File: src/rtl/day_clock_pkg.sv
// day_clock_pkg: shared constants, types and helpers for the day_clock time base.
//   TW_DEF / DW_DEF : default minute / day counter widths
//   minute_t, day_t : default-width minute and day types
//   last_minute()   : last minute index of a day for a given period (0 => 2^tw)
package day_clock_pkg;

    localparam int TW_DEF = 11;
    localparam int DW_DEF = 8;

    typedef logic [TW_DEF-1:0] minute_t;
    typedef logic [DW_DEF-1:0] day_t;

    // Returns period-1, or 2^tw-1 when period is 0. The result is one bit wider
    // than any tw <= 31 so callers can size-cast it to TW+1 bits without loss.
    function automatic logic [32:0] last_minute(input logic [31:0] period,
                                                input int unsigned tw);
        logic [32:0] r;
        if (period == '0) r = (33'd1 << tw) - 33'd1;
        else              r = {1'b0, period} - 33'd1;
        return r;
    endfunction

endpackage

File: src/rtl/day_clock_tick_gen.sv
// tick_gen: minute prescaler.
//   clk, rst_n : clock, synchronous active-low reset
//   en         : advance the prescaler
//   clr        : restart the prescaler phase (takes priority over en)
//   tick       : high in an enabled cycle where the prescaler sits at PRESCALE-1
module tick_gen #(
    parameter int PRESCALE = 1
) (
    input  logic clk,
    input  logic rst_n,
    input  logic en,
    input  logic clr,
    output logic tick
);

    localparam int CW = (PRESCALE > 1) ? $clog2(PRESCALE) : 1;
    localparam logic [CW-1:0] TOP = CW'(PRESCALE - 1);

    logic [CW-1:0] cnt_q, cnt_d;

    // A cleared cycle never ticks, so the caller need not mask it again.
    assign tick = en && !clr && (cnt_q == TOP);

    always_comb begin
        cnt_d = cnt_q;
        if (clr)     cnt_d = '0;
        else if (en) cnt_d = (cnt_q == TOP) ? '0 : cnt_q + 1'b1;
    end

    always_ff @(posedge clk) begin
        if (!rst_n) cnt_q <= '0;
        else        cnt_q <= cnt_d;
    end

endmodule

File: src/rtl/day_clock.sv
// day_clock: programmable minute/day time base with alarm channels.
//   clk, rst_n  : clock, synchronous active-low reset
//   en          : count enable (freezes prescaler and counters when low)
//   period      : minutes per day, 0 means 2^TW
//   load        : overwrite minute with load_val (clamped to 0 if beyond the day)
//   alarm_time  : per-channel alarm minute; alarm_en: per-channel enable
//   minute, day : current minute of day, days elapsed (wraps)
//   tick        : pulse when a minute tick advanced the count
//   day_end     : pulse on minute wrap to 0
//   alarm_hit   : per-channel pulse when the count lands on alarm_time
module day_clock
    import day_clock_pkg::*;
#(
    parameter int TW       = 11,
    parameter int DW       = 8,
    parameter int PRESCALE = 1,
    parameter int NALARM   = 2
) (
    input  logic                       clk,
    input  logic                       rst_n,
    input  logic                       en,
    input  logic [TW-1:0]              period,
    input  logic                       load,
    input  logic [TW-1:0]              load_val,
    input  logic [NALARM-1:0][TW-1:0]  alarm_time,
    input  logic [NALARM-1:0]          alarm_en,
    output logic [TW-1:0]              minute,
    output logic [DW-1:0]              day,
    output logic                       tick,
    output logic                       day_end,
    output logic [NALARM-1:0]          alarm_hit
);

    typedef logic [TW:0] ext_t;

    logic              ptick;
    ext_t              last;
    logic              at_last;
    logic              load_ok;
    logic [TW-1:0]     next_min;

    logic [TW-1:0]     minute_q, minute_d;
    logic [DW-1:0]     day_q, day_d;
    logic              tick_q, tick_d;
    logic              day_end_q, day_end_d;
    logic [NALARM-1:0] hit_q, hit_d;

    tick_gen #(.PRESCALE(PRESCALE)) u_tick_gen (
        .clk   (clk),
        .rst_n (rst_n),
        .en    (en),
        .clr   (load),
        .tick  (ptick)
    );

    // Compared one bit wider so period=0 (2^TW minutes) needs no special case,
    // and a minute already beyond a freshly lowered period wraps on the next tick.
    assign last     = ext_t'(last_minute(32'(period), TW));
    assign at_last  = {1'b0, minute_q} >= last;
    assign load_ok  = {1'b0, load_val} <= last;
    assign next_min = at_last ? '0 : minute_q + 1'b1;

    always_comb begin
        minute_d  = minute_q;
        day_d     = day_q;
        tick_d    = 1'b0;
        day_end_d = 1'b0;
        if (load) begin
            minute_d = load_ok ? load_val : '0;
        end else if (ptick) begin
            minute_d = next_min;
            tick_d   = 1'b1;
            if (at_last) begin
                day_d     = day_q + 1'b1;
                day_end_d = 1'b1;
            end
        end
    end

    // ptick is already suppressed in load cycles.
    for (genvar i = 0; i < NALARM; i++) begin : g_alarm
        assign hit_d[i] = ptick && alarm_en[i] && (next_min == alarm_time[i]);
    end

    always_ff @(posedge clk) begin
        if (!rst_n) begin
            minute_q  <= '0;
            day_q     <= '0;
            tick_q    <= 1'b0;
            day_end_q <= 1'b0;
            hit_q     <= '0;
        end else begin
            minute_q  <= minute_d;
            day_q     <= day_d;
            tick_q    <= tick_d;
            day_end_q <= day_end_d;
            hit_q     <= hit_d;
        end
    end

    assign minute    = minute_q;
    assign day       = day_q;
    assign tick      = tick_q;
    assign day_end   = day_end_q;
    assign alarm_hit = hit_q;

endmodule
File: config.mk
export PLATFORM = sky130hd
export DESIGN_NAME = day_clock
export DESIGN_NICKNAME = d
export VERILOG_FILES = /design/src/rtl/day_clock_pkg.sv /design/src/rtl/day_clock_tick_gen.sv /design/src/rtl/day_clock.sv
export SDC_FILE = /design/constraint.sdc
export NUM_CORES = 1
export LEC_CHECK = 0
export ABC_AREA = 1
export BUFFER_PORTS_ARGS = -buffer_cell sky130_fd_sc_hd__clkbuf_2
export CAP_MARGIN = 20
export CORE_UTILIZATION = 35
export DETAILED_ROUTE_END_ITERATION = 16
export HOLD_SLACK_MARGIN = 0.03
export PLACE_DENSITY = 0.6
export SLEW_MARGIN = 40
export SYNTH_ARGS = -nofsm -noshare
export SYNTH_HDL_FRONTEND = slang
export SYNTH_SLANG_ARGS = --single-unit
File: constraint.sdc
create_clock -name clk -period 2.55 [get_ports clk]
set_input_delay 0.1275 -clock clk [delete_from_list [all_inputs] [get_ports clk]]
set_output_delay 0.1275 -clock clk [all_outputs]
set_load 0.02 [all_outputs]
* Word-level counts from Yosys, hierarchy flattened
Cells that the tools add are included.
Word-level totals: bits in registers 24, bits in latches 0, bits in writable memories 0, bits in read-only memories 0, word-level logic and storage cells 38, memories 0
Operators by class: add/sub/neg operators 4, $mul 0, divide/modulo/power cells 0, $lt $le $gt $ge 2, eq/ne operators 2, shift-type cells 0, muxes and demuxes 8, bitwise operators 4, reduce and logical (&&, ||, !) cells 12
Operator list (number):
- two-way mux 11 bit | 4
- equality test 11 bit | 2
- >= comparator 11 x 12 -> 1 bit | 1
- less-or-equal comparator 11 x 12 -> 1 bit | 1
- two-way mux 12 bit | 1
- subtractor 11 x 1 -> 12 bit, second input constant | 1
- adder 11 x 1 -> 11 bit, second input constant | 1
- logical NOT 11 bit | 1
- adder 8 x 1 -> 8 bit, second input constant | 1
- logical AND 1 bit | 6
- inverter 1 bit | 4
- two-way mux 1 bit | 3
- AND reduction 3 bit | 1
- OR reduction 3 bit | 1
- nonzero test 2 bit | 1
- OR reduction 2 bit | 1
- adder 1 bit, second input constant | 1
- logical NOT 1 bit | 1

* Longest topological paths before layout
Gate-level depths: netlist of the first run.
depth after elaboration 6, depth in mapped cells 26

* Cells and area by module
From an unflattened synthesis of the first run, not the netlist that was laid out.
Unflattened totals: cell total of the unflattened synthesis 416, area total of the unflattened synthesis 2706.3 um2
Modules (own cells, without submodules):
- day_clock | instances 1, cells an instance 414, area each 2696.3 um2
- tick_gen | instances 1, cells an instance 2, area each 10.0 um2

* Worst setup path before layout of the first run
OpenSTA, ideal clock, no wires.
kind input to register, start input period[0], end register minute_q[0] (netlist: minute[0]), setup time 0.065 ns, arrival time 2.493 ns, required time 2.485 ns, path slack -0.008 ns, stages 16, path through inv_1 ha_1 nand2_1 nor3_1 nand3_1 nor2_1 inv_1 nand2_1 a21oi_1 ha_1 nand2_1 or4_1 nand3_1 clkbuf_1 a21oi_1 nor2_1
Between the ends: cells in the longest elaborated chain, start to end 6
Ends and longest elaborated chain:
- from (decl) | RTL line day_clock.sv:22 | input logic [TW-1:0] period,
- subtractor 11 x 1 -> 12 bit / logical NOT 11 bit (equally long branches) | RTL line day_clock_pkg.sv:19, day_clock_pkg.sv:18
- two-way mux 12 bit * | RTL line day_clock_pkg.sv:18 | if (period == '0) r = (33'd1 << tw) - 33'd1;
- >= comparator 11 x 12 -> 1 bit | RTL line day_clock.sv:59 | assign at_last = {1'b0, minute_q} >= last;
- two-way mux 11 bit | RTL line day_clock.sv:61 | assign next_min = at_last ? '0 : minute_q + 1'b1;
- two-way mux 11 bit | RTL line day_clock.sv:70 | end else if (ptick) begin
- two-way mux 11 bit * | RTL line day_clock.sv:68 | if (load) begin
- to (signal assigned) | RTL line day_clock.sv:93 | minute_q <= minute_d;
- to (decl) | RTL line day_clock.sv:42 | logic [TW-1:0] minute_q, minute_d;
Mark *: on every way between the ends. The rest lies on a longest branch, timed or not. The select of a mux whose other input is x is not followed. A chain may end at the register's enable or synchronous reset.

* Worst setup path after layout of the first run
start input period[1], end register minute_q[0] (netlist: minute[0])
The elaborated chain is that of the path after synthesis.

==> impl_metrics.csv, run 1 <==
group,metric,value,unit
worst_setup_path,reg2reg_depth,18,
sta,finalCriticalPeriod,2.43,ns
synth,synth_seq_cells,23,
synth,postSynthCellCount,419,
worst_setup_path,rr_endpoint,"alarm_hit[0]$_SDFF_PN0_",
worst_hold_path,hold_depth,3,
drt,drt-initial-drc-count,173,
outcome,outcome,"finished, final reports clean",
sta,tightest_slew,0.513,ns
worst_setup_path,r2r_slack,0.36,ns
worst_setup_path,reg2reg_from,"minute[0]$_SDFFE_PN0P_",
power,p_total,1.09,mW
layout,instances_no_fill,633,
synth,syn_avg_cell_area,6.15,sq um
power,p_leak,2.01,nW
placement,dp.final_hpwl,6490,um
sta,hold_violations,0,
drt,via_count,3081,
layout,syn_to_final_growth,43.5,%
power,power.density,294,nW/um^2
layout,final_common_cell,"nand2_1",
synth,syn_nets,494,
clocking,htree_levels,1,
worst_setup_path,critPathMaxStageDelay,0.23,ns
worst_setup_path,worst-path-max-fanout,7,
synth,syn_area,2570,sq um
global_routing,grt_pass1_wl,12900,um
sta,max_clock_freq,411,MHz
sta,setup-tns-final,0,ns
worst_setup_path,start_kind,"input port",
sta,post-route-period-util,95.4,%
clocking,root_buffer,"clkbuf_8",
layout,fin_area,3690,sq um
synth,synth_cell_types,33,
floorplan,core_area,6940,sq um
worst_hold_path,hold_start,"rst_n",
drt,wire_per_inst,12.8,um
sta,skew,0.00665,ns
worst_setup_path,cp_data_required_time,2.76,ns
layout,seqCellArea,460,sq um
drt,vias_per_cell,4.87,
worst_setup_path,crit_path_cell_trace,"buf_6, buf_4, nor2_2, nand2_2, inv_1, nand2_1, o21ai_0, o21ai_0, nor2_2, ha_4, a21oi_2, o21ai_1, nand2_1, nand2_2, nand2_4, buf_6, nand3_4, buf_4, o22ai_1, a21oi_1, nor2_1",
synth,synth_warnings,0,
worst_hold_path,hp-class,"input port to flop",
global_routing,grt_max_degree,17,
drt,wirelength,8130,um
layout,multi_input_area,1990,sq um
layout,num-fill-cells,700,
sta,setup_viol,0,
placement,place_inst,612,
floorplan,die_x,87.8,um
synth,async_flop_share,0,%
clocking,cts_buffers,3,
floorplan,io_pins,73,
global_routing,first_global_vias,2880,
synth,synthFlopType,"dfxtp_1",
synth,ys_seq_area_share,17.9,%
clocking,cts.sinks,23,
worst_setup_path,critPathKind,"input port to flop",
global_routing,antenna_found_initial,0,
placement,io_buffers,72,
job,drv_cap,0,
floorplan,fp-row-count,30,
floorplan,die-area,7700,sq um
drt,drt_first_pass_iters,5,
clocking,clk_pin_slew_worst_paths,0.09,ns
worst_setup_path,critPathSlowestCell,"ha_4",
layout,antennaDiodeCount,0,
layout,drive_gt1_share,33.5,%
sta,max_slew_margin,65.7,%
clocking,cts_buffer_depth,2,
clocking,cts_tree,"yes",
sta,rsz0062_at_grt,"true",
synth,synth-edff-count,0,
layout,final_cell_mix,"88 x nand2_1, 76 x inv_1, 70 x clkbuf_2, 45 x buf_4, 40 x nor2_1",
sta,drv_slew,0,
worst_hold_path,min_to,"day[2]$_SDFFE_PN0P_",
global_routing,grt_usage,21.1,%
drt,route.detailed.drc,0,
floorplan,die_y,87.8,um
floorplan,start_util,37.1,%
worst_setup_path,critical_path_arrival,2.65,ns
worst_setup_path,critPathCaptureType,"flop",
placement,place.gp.congestion,0.888,
global_routing,grt-ovfl-total,0,
drt,antenna_left,0,
power,ir_worst_vdd,0.000121,V
placement,placed_area,3240,sq um
layout,nets,613,
clocking,insertion_delay,0.27,ns
per-layer routing:
metal / vias to the layer above / track usage (%) / routed length [um]
met2: 104 / 37.4 / 3990
met4: 0 / 6.26 / 145
met5: - / 0 / 0
met1: 1380 / 27.1 / 3600
li1: 1584 / - / -
met3: 13 / 1.79 / 395
worst max-delay path: cells and delay by family:
kind	cells	cell delay [ns]
and+or+nand+nor	9	0.96
AOI/OAI and AO/OA	6	0.72
buffers and inverters	5	0.59
adders and majority gates	1	0.23
synth_stat cells, types with 2 or more instances:
master / number / share of area (%)
nor2_2: 3 / 0.73
nand2_2: 3 / 0.73
nand2_4: 4 / 1.7
o31ai_1: 2 / 0.58
nand3_2: 5 / 1.9
o21ai_0: 14 / 2.7
clkbuf_1: 4 / 0.58
o21bai_1: 2 / 0.58
a21oi_1: 27 / 5.2
dfxtp_1: 23 / 18
xnor2_1: 4 / 1.4
ha_1: 25 / 12
nand4_1: 15 / 3.6
nand3_1: 28 / 5.4
o22ai_1: 6 / 1.5
nor2_4: 2 / 0.87
xor2_1: 12 / 4.1
inv_2: 2 / 0.29
nor2_1: 44 / 6.4
nor3b_1: 2 / 0.58
inv_1: 80 / 12
nor3_1: 5 / 0.97
nand3b_1: 3 / 0.87
nand2_1: 95 / 14
flip-flops by register name, summed over array words and instances (netlist names):
| signal | count |
|---|---|
| minute | 11 |
| day | 8 |
| alarm_hit | 2 |
| day_end | 1 |
| tick | 1 |
through the flow:
step	util [%]	hold WS [ns]	worst slack [ns]
after global routing	53.2	0.134	-0.143
after global placement	46.7	0.406	-0.371
after detailed placement	46.7	0.403	-0.448
after CTS	49.9	0.111	-0.0158
final	53.2	0.119	0.118
after floorplan	-	0.250	0.0423
report_power, final:
part	switching, mW	internal [mW]
sequential	0.0210	0.371
clock	0.129	0.109
combinational	0.260	0.198
total	0.409	0.679
layout make-up:
type                    instances  share of cell area (%)
flip-flops and latches         23                    12.5
well taps                      96                    3.25
clock buffers                   3                    1.12
multi-input cells             307                    53.9
repair buffers                121                    20.7
inverters                      82                    8.47
clock inverters                 1                   0.135
cells by family (layout without fill, tap and decap cells):
logic type | count (synthesis) | in the layout | synth area share, %
adders and majority gates | 25 | 25 | 12.1
and+or+nand+nor | 213 | 214 | 39.4
DFF | 23 | 23 | 17.9
xor gates and xnor gates | 16 | 16 | 5.44
AOI/OAI and AO/OA | 52 | 52 | 10.9
buffers and inverters | 90 | 207 | 14.2
worst max-delay path by stage:
stage / from / end / cells after the start
finish: period[1] / minute[0]$_SDFFE_PN0P_ / 21
global route: period[1] / minute[0]$_SDFFE_PN0P_ / 21
CTS: period[0] / alarm_hit[1]$_SDFF_PN0_ / 24
detailed placement: period[0] / alarm_hit[1]$_SDFF_PN0_ / 24
global placement: period[0] / alarm_hit[1]$_SDFF_PN0_ / 24
floorplan: period[0] / alarm_hit[1]$_SDFF_PN0_ / 23
repair_timing:
action	CTS	global route
gates resized for setup	20	43
gates cloned	1	0
setup buffers	12	5
hold buffers	0	0
setup endpoints to repair	18	22
pin swaps	19	26
Note: power is estimated with default switching activity, not from simulation.
==> run 2, diff against run 1 <==
REMOVE_ABC_BUFFERS = 1   (was not set)
==> run 2 against run 1 <==
Net effect:
- global-route usage fell by 0.34 points
- sequential power barely moved
- utilization fell by 2.5 points
- flip-flop and latch count did not move
- sequential share of layout area rose by 0.62 points
- die area did not move
- critical path type unchanged
==> impl_metrics.csv, run 2 (synthesized netlist as in run 1, its figures left out) <==
group,metric,value,unit
drt,route.detailed.drc,0,
layout,largest_register_ffs,11,
sta,hold_violations,0,
worst_setup_path,reg2reg_depth,18,
floorplan,fp-row-count,30,
drt,via_count,3060,
layout,drive_gt1_share,30.3,%
power,p_clk_share,23.0,%
worst_setup_path,critPathKind,"input port to flop",
outcome,outcome,"finished, final reports clean",
worst_setup_path,r2r_slack,0.30,ns
sta,post-route-period-util,99.5,%
drt,drt_first_pass_iters,6,
drt,vias_per_cell,4.95,
power,switchingPower,0.408,mW
worst_setup_path,critPathCaptureType,"flop",
global_routing,grt_max_degree,17,
placement,dp_slack,-0.397,ns
worst_setup_path,critical_path_arrival,2.71,ns
sta,fin_ws,0.0121,ns
clocking,root_buffer,"clkbuf_8",
global_routing,grt_usage,20.8,%
worst_setup_path,worst-path-max-fanout,7,
drt,wirelength,8140,um
global_routing,grt-ovfl-total,0,
sta,skew,0.00998,ns
floorplan,die_y,87.8,um
power,p_comb_share,40.1,%
floorplan,io_pins,73,
clocking,cts_tree,"yes",
sta,max_slew_margin,60.8,%
sta,finalCriticalPeriod,2.54,ns
floorplan,core_area,6940,sq um
power,p_leak,1.96,nW
layout,num-fill-cells,719,
power,switching_share,38.3,%
placement,io_buffers,72,
power,ir_worst_vdd,0.000173,V
floorplan,die-area,7700,sq um
sta,setup_viol,0,
worst_hold_path,hp-class,"input port to flop",
worst_setup_path,endpoint,"alarm_hit[1]$_SDFF_PN0_",
clocking,cts_buffer_depth,2,
clocking,insertion_delay,0.27,ns
worst_setup_path,reg2reg_from,"minute[0]$_SDFFE_PN0P_",
sta,tightest_slew,0.587,ns
sta,max_clock_freq,394,MHz
drt,wire_per_inst,13.2,um
layout,final_cell_mix,"90 x nand2_1, 76 x inv_1, 70 x clkbuf_2, 38 x nor2_1, 27 x buf_4",
drt,drt-initial-drc-count,199,
global_routing,first_global_vias,2798,
power,internal_power,0.657,mW
layout,nets,598,
sta,hold_slack,0.120,ns
clocking,clk_pin_slew_worst_paths,0.09,ns
worst_setup_path,cp_data_required_time,2.72,ns
floorplan,die_x,87.8,um
placement,dp.final_hpwl,6390,um
layout,final_common_cell,"nand2_1",
clocking,cts.sinks,23,
clocking,htree_levels,1,
worst_setup_path,start_kind,"input port",
power,seqPwrFrac,36.9,%
global_routing,antenna_found_initial,0,
clocking,cts_buffers,3,
layout,syn_to_final_growth,36.7,%
worst_setup_path,rr_endpoint,"alarm_hit[1]$_SDFF_PN0_",
drt,antenna_left,0,
job,drv_cap,0,
power,power.density,302,nW/um^2
placement,place.gp.congestion,0.879,
floorplan,start_util,37.1,%
sta,rsz0062_at_grt,"true",
worst_setup_path,crit_start,"period[1]",
layout,post-route-util,50.7,%
global_routing,grt_pass1_wl,12700,um
sta,setup-tns-final,0,ns
sta,drv_slew,0,
layout,antennaDiodeCount,0,
==> run 2: routing by layer <==
layer	track usage [%]	routed length, um	vias up	share of wire [%]
met5	0	0	-	0
li1	-	-	1549	-
met4	6.86	172	0	2.1
met1	27.1	3660	1370	45
met2	34.8	3800	123	47
met3	3.20	505	18	6.2
==> run 2: stage by stage <==
stage,instance area [sq um],power [mW],std cells
floorplan,2520,0.626,411
global placement,3200,0.779,605
detailed placement,3200,0.785,605
CTS,3270,1.03,609
global route,3520,1.13,618
finish,3520,1.06,618
==> run 2: worst max-delay path: stages <==
cell and delay [ns]:
buf_6 0.10, inv_4 0.05, ha_4 0.14, nand2_4 0.06
nor2_4 0.12, nand2_2 0.08, nor2_4 0.12, inv_2 0.05
nor4_4 0.26, nor2_2 0.09, ha_1 0.32, nand2_1 0.07
inv_1 0.05, nand4_1 0.09, nor2_2 0.18, nand2_4 0.14
buf_8 0.16, buf_4 0.13, nand4_1 0.06, nand2_1 0.07
nand2_2 0.09, nor2_2 0.03, nand2_1 0.06, nor2_1 0.04
==> run 2: timing repair <==
item                                    4_1_cts  5_1_grt
gates resized for setup                       3       49
gates cloned                                  0        1
setup buffers                                 0        8
endpoints found under the setup margin       15       21
hold buffers                                  0        0
pin swaps                                     1       28
==> run 2: area by class of cell <==
| cell class | count | area [sq um] | share of cell area, % |
|---|---|---|---|
| clock buffer | 3 | 41.3 | 1.17 |
| clock inverter | 1 | 5.00 | 0.142 |
| inverter | 82 | 319 | 9.07 |
| multi-input combinational | 306 | 1880 | 53.4 |
| sequential | 23 | 460 | 13.1 |
| tap | 96 | 120 | 3.41 |
| timing repair buffer | 107 | 696 | 19.8 |
==> run 2: worst min-delay path by stage <==
stage | startpoint | to | slack (ns) | cells after the start
3_5_place_dp | rst_n | day[2]$_SDFFE_PN0P_ | 0.40 | 3
4_1_cts | rst_n | day[2]$_SDFFE_PN0P_ | 0.11 | 3
3_3_place_gp | rst_n | day[2]$_SDFFE_PN0P_ | 0.40 | 3
5_1_grt | rst_n | day[5]$_SDFFE_PN0P_ | 0.11 | 3
2_1_floorplan | rst_n | day[5]$_SDFFE_PN0P_ | 0.25 | 2
6_report | rst_n | day[2]$_SDFFE_PN0P_ | 0.12 | 3
==> run 2: power groups by stage <==
stage | Sequential (mW) | Clock [mW] | Combinational (mW)
after floorplan | 0.409 | 0 | 0.218
after CTS | 0.392 | 0.248 | 0.389
after global placement | 0.400 | 0 | 0.378
after global routing | 0.394 | 0.260 | 0.477
final | 0.393 | 0.245 | 0.427
after detailed placement | 0.400 | 0 | 0.385
